`src/rtl/jtag_tap_sampled.sv`:
```
// IEEE 1149.1 TAP for a bit-banged TCK that is a plain level in the clk_i domain.
// TCK edges are found against a one-cycle-delayed copy; all TAP activity happens on those edge cycles.
module jtag_tap_sampled #(
    parameter int unsigned       IR_LEN     = 5,
    parameter logic [31:0]       IDCODE_VAL = 32'h1000_0001,
    parameter logic [IR_LEN-1:0] USER_INSTR = IR_LEN'(2)
) (
    input  logic        clk_i,
    input  logic        rst_ni,
    input  logic        jtag_tck_i,
    input  logic        jtag_tms_i,
    input  logic        jtag_tdi_i,
    input  logic        jtag_trst_i,
    output logic        jtag_tdo_o,
    output logic [31:0] user_dr_o,
    output logic        user_dr_valid_o,
    input  logic [31:0] user_dr_i,
    output logic        tap_reset_o
);

    // state               | meaning
    // TLR / RTI           | test-logic-reset / run-test-idle
    // SEL_DR / SEL_IR     | select DR or IR scan column
    // CAP_* / SHIFT_*     | capture into, then shift, the DR or IR shift register
    // EXIT1_* / PAUSE_* / EXIT2_* | suspend path around shift
    // UPD_*               | transfer shift register to its holding register
    localparam logic [3:0] TLR      = 4'h0;
    localparam logic [3:0] RTI      = 4'h1;
    localparam logic [3:0] SEL_DR   = 4'h2;
    localparam logic [3:0] CAP_DR   = 4'h3;
    localparam logic [3:0] SHIFT_DR = 4'h4;
    localparam logic [3:0] EXIT1_DR = 4'h5;
    localparam logic [3:0] PAUSE_DR = 4'h6;
    localparam logic [3:0] EXIT2_DR = 4'h7;
    localparam logic [3:0] UPD_DR   = 4'h8;
    localparam logic [3:0] SEL_IR   = 4'h9;
    localparam logic [3:0] CAP_IR   = 4'hA;
    localparam logic [3:0] SHIFT_IR = 4'hB;
    localparam logic [3:0] EXIT1_IR = 4'hC;
    localparam logic [3:0] PAUSE_IR = 4'hD;
    localparam logic [3:0] EXIT2_IR = 4'hE;
    localparam logic [3:0] UPD_IR   = 4'hF;

    localparam logic [IR_LEN-1:0] IR_IDCODE  = IR_LEN'(1);
    localparam logic [IR_LEN-1:0] IR_CAPTURE = IR_LEN'(1);

    logic              tck_q;
    logic              rise;
    logic              fall;
    logic [3:0]        state_q;
    logic [3:0]        state_d;
    logic [3:0]        tap_next;
    logic [IR_LEN-1:0] ir_q;
    logic [IR_LEN-1:0] ir_d;
    logic [IR_LEN-1:0] ir_sr_q;
    logic [IR_LEN-1:0] ir_sr_d;
    logic [31:0]       dr_sr_q;
    logic [31:0]       dr_sr_d;
    logic              bypass_q;
    logic              bypass_d;
    logic [31:0]       user_dr_q;
    logic [31:0]       user_dr_d;
    logic              user_valid_q;
    logic              user_valid_d;
    logic              tdo_q;
    logic              tdo_d;
    logic              tap_reset_q;
    logic              tap_reset_d;
    logic              sel_idcode;
    logic              sel_user;
    logic              sel_wide;

    assign rise = jtag_tck_i & ~tck_q;
    assign fall = ~jtag_tck_i & tck_q;

    // IDCODE wins if USER_INSTR is ever set to the IDCODE opcode
    assign sel_idcode = (ir_q == IR_IDCODE);
    assign sel_user   = (ir_q == USER_INSTR) && !sel_idcode;
    assign sel_wide   = sel_idcode || sel_user;

    always_comb begin
        tap_next = state_q;
        case (state_q)
            TLR:      tap_next = jtag_tms_i ? TLR      : RTI;
            RTI:      tap_next = jtag_tms_i ? SEL_DR   : RTI;
            SEL_DR:   tap_next = jtag_tms_i ? SEL_IR   : CAP_DR;
            CAP_DR:   tap_next = jtag_tms_i ? EXIT1_DR : SHIFT_DR;
            SHIFT_DR: tap_next = jtag_tms_i ? EXIT1_DR : SHIFT_DR;
            EXIT1_DR: tap_next = jtag_tms_i ? UPD_DR   : PAUSE_DR;
            PAUSE_DR: tap_next = jtag_tms_i ? EXIT2_DR : PAUSE_DR;
            EXIT2_DR: tap_next = jtag_tms_i ? UPD_DR   : SHIFT_DR;
            UPD_DR:   tap_next = jtag_tms_i ? SEL_DR   : RTI;
            SEL_IR:   tap_next = jtag_tms_i ? TLR      : CAP_IR;
            CAP_IR:   tap_next = jtag_tms_i ? EXIT1_IR : SHIFT_IR;
            SHIFT_IR: tap_next = jtag_tms_i ? EXIT1_IR : SHIFT_IR;
            EXIT1_IR: tap_next = jtag_tms_i ? UPD_IR   : PAUSE_IR;
            PAUSE_IR: tap_next = jtag_tms_i ? EXIT2_IR : PAUSE_IR;
            EXIT2_IR: tap_next = jtag_tms_i ? UPD_IR   : SHIFT_IR;
            UPD_IR:   tap_next = jtag_tms_i ? SEL_DR   : RTI;
            default:  tap_next = TLR;
        endcase
    end

    always_comb begin
        state_d      = state_q;
        ir_d         = ir_q;
        ir_sr_d      = ir_sr_q;
        dr_sr_d      = dr_sr_q;
        bypass_d     = bypass_q;
        user_dr_d    = user_dr_q;
        user_valid_d = 1'b0;

        if (jtag_trst_i) begin
            state_d = TLR;
            ir_d    = IR_IDCODE;
        end else if (rise) begin
            case (state_q)
                CAP_IR:   ir_sr_d = IR_CAPTURE;
                SHIFT_IR: ir_sr_d = {jtag_tdi_i, ir_sr_q[IR_LEN-1:1]};
                UPD_IR:   ir_d    = ir_sr_q;
                CAP_DR: begin
                    if (sel_idcode) begin
                        dr_sr_d = IDCODE_VAL;
                    end else if (sel_user) begin
                        dr_sr_d = user_dr_i;
                    end else begin
                        bypass_d = 1'b0;
                    end
                end
                SHIFT_DR: begin
                    if (sel_wide) begin
                        dr_sr_d = {jtag_tdi_i, dr_sr_q[31:1]};
                    end else begin
                        bypass_d = jtag_tdi_i;
                    end
                end
                UPD_DR: begin
                    if (sel_user) begin
                        user_dr_d    = dr_sr_q;
                        user_valid_d = 1'b1;
                    end
                end
                default: ;
            endcase
            state_d = tap_next;
        end

        if (state_q == TLR) begin
            ir_d = IR_IDCODE;
        end
    end

    // TDO moves only on TCK fall so the server sees a settled level while TCK is low
    always_comb begin
        tdo_d = tdo_q;
        if (fall) begin
            case (state_q)
                SHIFT_IR: tdo_d = ir_sr_q[0];
                SHIFT_DR: tdo_d = sel_wide ? dr_sr_q[0] : bypass_q;
                default:  tdo_d = 1'b0;
            endcase
        end
    end

    assign tap_reset_d = (state_d == TLR);

    always_ff @(posedge clk_i or negedge rst_ni) begin
        if (!rst_ni) begin
            tck_q        <= 1'b0;
            state_q      <= TLR;
            ir_q         <= IR_IDCODE;
            ir_sr_q      <= '0;
            dr_sr_q      <= '0;
            bypass_q     <= 1'b0;
            user_dr_q    <= '0;
            user_valid_q <= 1'b0;
            tdo_q        <= 1'b0;
            tap_reset_q  <= 1'b1;
        end else begin
            tck_q        <= jtag_tck_i;
            state_q      <= state_d;
            ir_q         <= ir_d;
            ir_sr_q      <= ir_sr_d;
            dr_sr_q      <= dr_sr_d;
            bypass_q     <= bypass_d;
            user_dr_q    <= user_dr_d;
            user_valid_q <= user_valid_d;
            tdo_q        <= tdo_d;
            tap_reset_q  <= tap_reset_d;
        end
    end

    assign jtag_tdo_o      = tdo_q;
    assign user_dr_o       = user_dr_q;
    assign user_dr_valid_o = user_valid_q;
    assign tap_reset_o     = tap_reset_q;

endmodule

```
`config.mk`:
```
export PLATFORM = sky130hd
export DESIGN_NAME = jtag_tap_sampled
export DESIGN_NICKNAME = d
export VERILOG_FILES = /design/src/rtl/jtag_tap_sampled.sv
export SDC_FILE = /design/constraint.sdc
export NUM_CORES = 1
export LEC_CHECK = 0
export ABC_CLOCK_PERIOD_IN_PS = 2300
export CELL_PAD_IN_SITES_DETAIL_PLACEMENT = 1
export CELL_PAD_IN_SITES_GLOBAL_PLACEMENT = 1
export CORE_MARGIN = 4
export CORE_UTILIZATION = 40
export DETAILED_ROUTE_END_ITERATION = 8
export GPL_ROUTABILITY_DRIVEN = 0
export GPL_TIMING_DRIVEN = 0
export MAX_ROUTING_LAYER = met4
export PLACE_DENSITY = 0.91
export SYNTH_ARGS = -nofsm -noshare
export SYNTH_HDL_FRONTEND = slang
export SYNTH_SLANG_ARGS = --single-unit
```
`constraint.sdc`:
```
create_clock -name clk_i -period 2.3 [get_ports clk_i]
set_input_delay 0.46 -clock clk_i [delete_from_list [all_inputs] [get_ports clk_i]]
set_output_delay 0.46 -clock clk_i [all_outputs]
set_load 0.02 [all_outputs]
```
==> flow_metrics.py <==
metrics = {
    "timing": {
        "period_needed_ns": 2.16,
        "whs_ns": 0.468,
        "setup_ws_ns": 0.141,
        "rsz0062_at_grt": "no",
        "skew_ns": 0.0122,
        "setup_viol": 0,
        "fin_crit_sh_pct": 93.9,
        "worst_pin_slew_ns": 0.619,
        "drv_slew": 0,
        "fmax_mhz": 463,
        "final_hold_viol_count": 0,
        "slew_headroom_pct": 58.5,
        "fin_setup_tns_ns": 0,
    },
    "synthesis": {
        "netlist_area_mm2": 0.00387,
        "syn-num-nets": 436,
        "ys_top_cells_by_area": "dfrtp_1 (52%), nand2_1 (10%), a21oi_2 (6.3%)",
        "yosys.cell_count.top_type": "nand2_1",
        "synth_edf_count": 0,
        "synth-seq-area-share_pct": 53.8,
        "synth_area_per_cell_um2": 9.71,
        "synth_top_area_share_pct": 52.4,
        "async_reset_ff_share_pct": 100,
        "synth_seq_cells": 83,
        "ys.flop_type": "dfrtp_1",
        "yosys_warnings": 0,
        "yosysTopAreaCell": "dfrtp_1",
        "syn_inst": 398,
        "synth_common_cells": "nand2_1 (105), dfrtp_1 (81), nor2_1 (34), a22oi_1 (30), a21oi_2 (28)",
        "synth_cell_type_count": 42,
    },
    "placed_design": {
        "pre_cts_ws_ns": -0.400,
        "placed_area_mm2": 0.00476,
        "port_buffers": 71,
        "hpwl_um": 7640,
    },
    "routing": {
        "wirelength_um": 10500,
        "wire_per_inst_um": 17.0,
        "viasPerCell": 5.16,
        "drc": 0,
        "first_pass_iters": 4,
        "drt_iter0_drc": 159,
        "routed-via-count": 3206,
        "ant_nets": 0,
    },
    "clock_tree": {
        "cts-root-buf": "clkbuf_8",
        "clock_latency_ns": 0.36,
        "cts_tree": "built",
        "cts.sinks": 83,
        "cts_made_buffers": 9,
        "cts_max_level": 3,
        "clk_path_buf_depth": 2,
        "path_clk_slew_ns": 0.09,
    },
    "worst_setup_path": {
        "path_cells": "clkdlybuf4s50_1 -> nor2b_4 -> nand2b_1 -> buf_6 -> or4_1 -> buf_2 -> buf_6 -> nand2_1 -> nand2_1",
        "cp.required_ns": 2.54,
        "crit_buf_inv": 4,
        "cp.arrival_ns": 2.40,
        "critPathMaxStageDelay_ns": 0.52,
        "crit_path_max_fanout": 10,
        "critPathTopFamily": "buffers and inverters",
        "startpoint_type": "input pin",
        "setup.worst_path.class": "in2reg",
        "r2r_slack_ns": 0.24,
        "reg2reg_depth": 6,
        "critical_path_depth": 9,
        "crit_slowest_cell": "clkdlybuf4s50_1",
        "end_kind": "register",
    },
    "pwr": {
        "power_density_mw_per_mm2": 640,
        "p_seq_share_pct": 51.7,
        "p_clk_share_pct": 37.7,
        "vdd_drop_max_uv": 475,
        "p_sw_mw": 0.839,
        "p_sw_share_pct": 25.9,
        "p_leak_nw": 2.21,
        "combPwrFrac_pct": 10.6,
        "p_int_mw": 2.40,
    },
    "die": {
        "std_cell_rows": 35,
        "core-area_mm2": 0.00933,
        "io_pins": 73,
        "die_w_um": 106,
        "start_util_pct": 41.4,
        "chipHeight_um": 106,
        "die-area_mm2": 0.0113,
    },
    "finish": {
        "multi_input_area_mm2": 0.00156,
        "area.sequential_mm2": 0.00208,
        "area_growth_pct": 30.9,
        "fillers": 1079,
        "finish.utilization_pct": 54.3,
        "final_layout_size_suffix_gt1_share_pct": 16.3,
        "nets": 525,
        "design_area_mm2": 0.00506,
        "diodes": 0,
    },
    "run_status": {
        "status": "complete, no violations",
    },
    "global_route": {
        "grtUsageTotal_pct": 20.2,
        "overflow": 0,
        "met1_usage_pct": 24.8,
        "grt_util_met3_pct": 4.19,
        "grt_pass1_wl_um": 17800,
        "grt_max_degree": 74,
        "gr-max-usage-layer": "met2",
        "antenna_found_initial": 0,
        "grt_pass1_vias": 3511,
        "grtUsageMet2_pct": 34.6,
    },
    "run": {
        "drv_cap": 0,
    },
    "worst_hold_path": {
        "min_path_type": "in2async",
    },
}
==> per-stage QoR <==
step | std cells | total power [mW]
floorplan | 398 | 1.86
global placement | 598 | 2.01
detailed placement | 599 | 2.04
CTS | 616 | 3.26
global route | 621 | 3.39
finish | 621 | 3.24
==> cells by family after synthesis <==
logic type	synth area share, %
muxes	0.809
buffers and inverters	6.18
DFF	53.8
AOI/OAI and AO/OA	18.8
xor gates and xnor gates	0.227
and+or+nand+nor	20.2
==> path summary, 6_finish.rpt <==
| check | from | to |
|---|---|---|
| max | jtag_tck_i | user_dr_o[23] |
| min | rst_ni | user_dr_o[15] |
| max reg2reg | state_q[2] | dr_sr_q[11] |
| min reg2reg | user_dr_o[13] | user_dr_o[13] |
| max in group asynchronous | rst_ni | tap_reset_o |
| min in group clk_i | user_dr_o[13] | user_dr_o[13] |
==> power groups by stage <==
| stage | sequential, mW | clock (mW) | combinational [mW] |
|---|---|---|---|
| global route | 1.69 | 1.32 | 0.382 |
| finish | 1.68 | 1.22 | 0.344 |
| floorplan | 1.68 | 0 | 0.179 |
| CTS | 1.67 | 1.24 | 0.347 |
| global placement | 1.69 | 0 | 0.315 |
| detailed placement | 1.70 | 0 | 0.338 |
==> layout make-up <==
cell class              instances  share of cell area (%)
repair buffers                 78                    15.5
clock buffers                  10                    2.72
well taps                     129                    3.19
plain buffers                  27                    3.73
multi-input cells             274                    30.9
flip-flops and latches         83                    41.1
inverters                      14                    1.04
clock inverters                 6                    1.90
==> per-layer routing <==
layer | wire length [um] | up-vias
met1 | 4410 | 1579
met2 | 5500 | 80
met5 | 0 | -
met3 | 497 | 12
met4 | 116 | 0
li1 | - | 1535
==> cells in the final DEF (no fill, tap or decap), types with 2 or more instances in the layout <==
master	synthesis	routed
a22oi_1	30	30
dfrtp_1	81	81
nand2_1	105	105
nor4_1	2	2
o21ai_0	9	9
buf_4	1	7
a21oi_1	9	9
nand3_1	5	5
a21oi_2	28	28
nor2_1	34	34
or4_1	2	2
buf_6	10	10
or3_1	3	3
o21a_1	2	2
clkbuf_2	0	2
clkdlybuf4s50_1	0	70
bufinv_16	0	2
nor4_4	1	2
clkbuf_1	11	9
o221ai_1	3	2
dfstp_2	2	2
a31oi_1	4	4
a211oi_1	3	3
a22o_1	5	5
buf_2	5	5
inv_1	14	14
mux2i_1	2	2
nand2b_1	5	5
nor3_1	5	5
nand3b_1	2	2
clkbuf_8	0	10
==> state kept, by name, summed over array words and instances, names as in the netlist <==
name / count
ir_sr_q: 5
tap_reset_o: 1
bypass_q: 1
state_q: 4
tck_q: 1
jtag_tdo_o: 1
dr_sr_q: 32
ir_q: 5
user_dr_o: 32
user_dr_valid_o: 1
==> worst register-to-register path: stages (launching register included) <==
cell	delay (ns)
dfrtp_1	0.41
buf_2	0.20
nor4b_2	0.20
a31oi_1	0.35
clkbuf_1	0.44
a22oi_1	0.20
a21oi_2	0.19
==> timing repair <==
action / CTS / global route
pin swaps: 1 / 1
hold buffers: 1 / 0
setup buffers: 0 / 5
gates resized for setup: 2 / 3
endpoints found under the setup margin: 15 / 47
hold endpoints to repair: 10 / 0
gates cloned: 0 / 0
(Power assumes the default switching activity.)
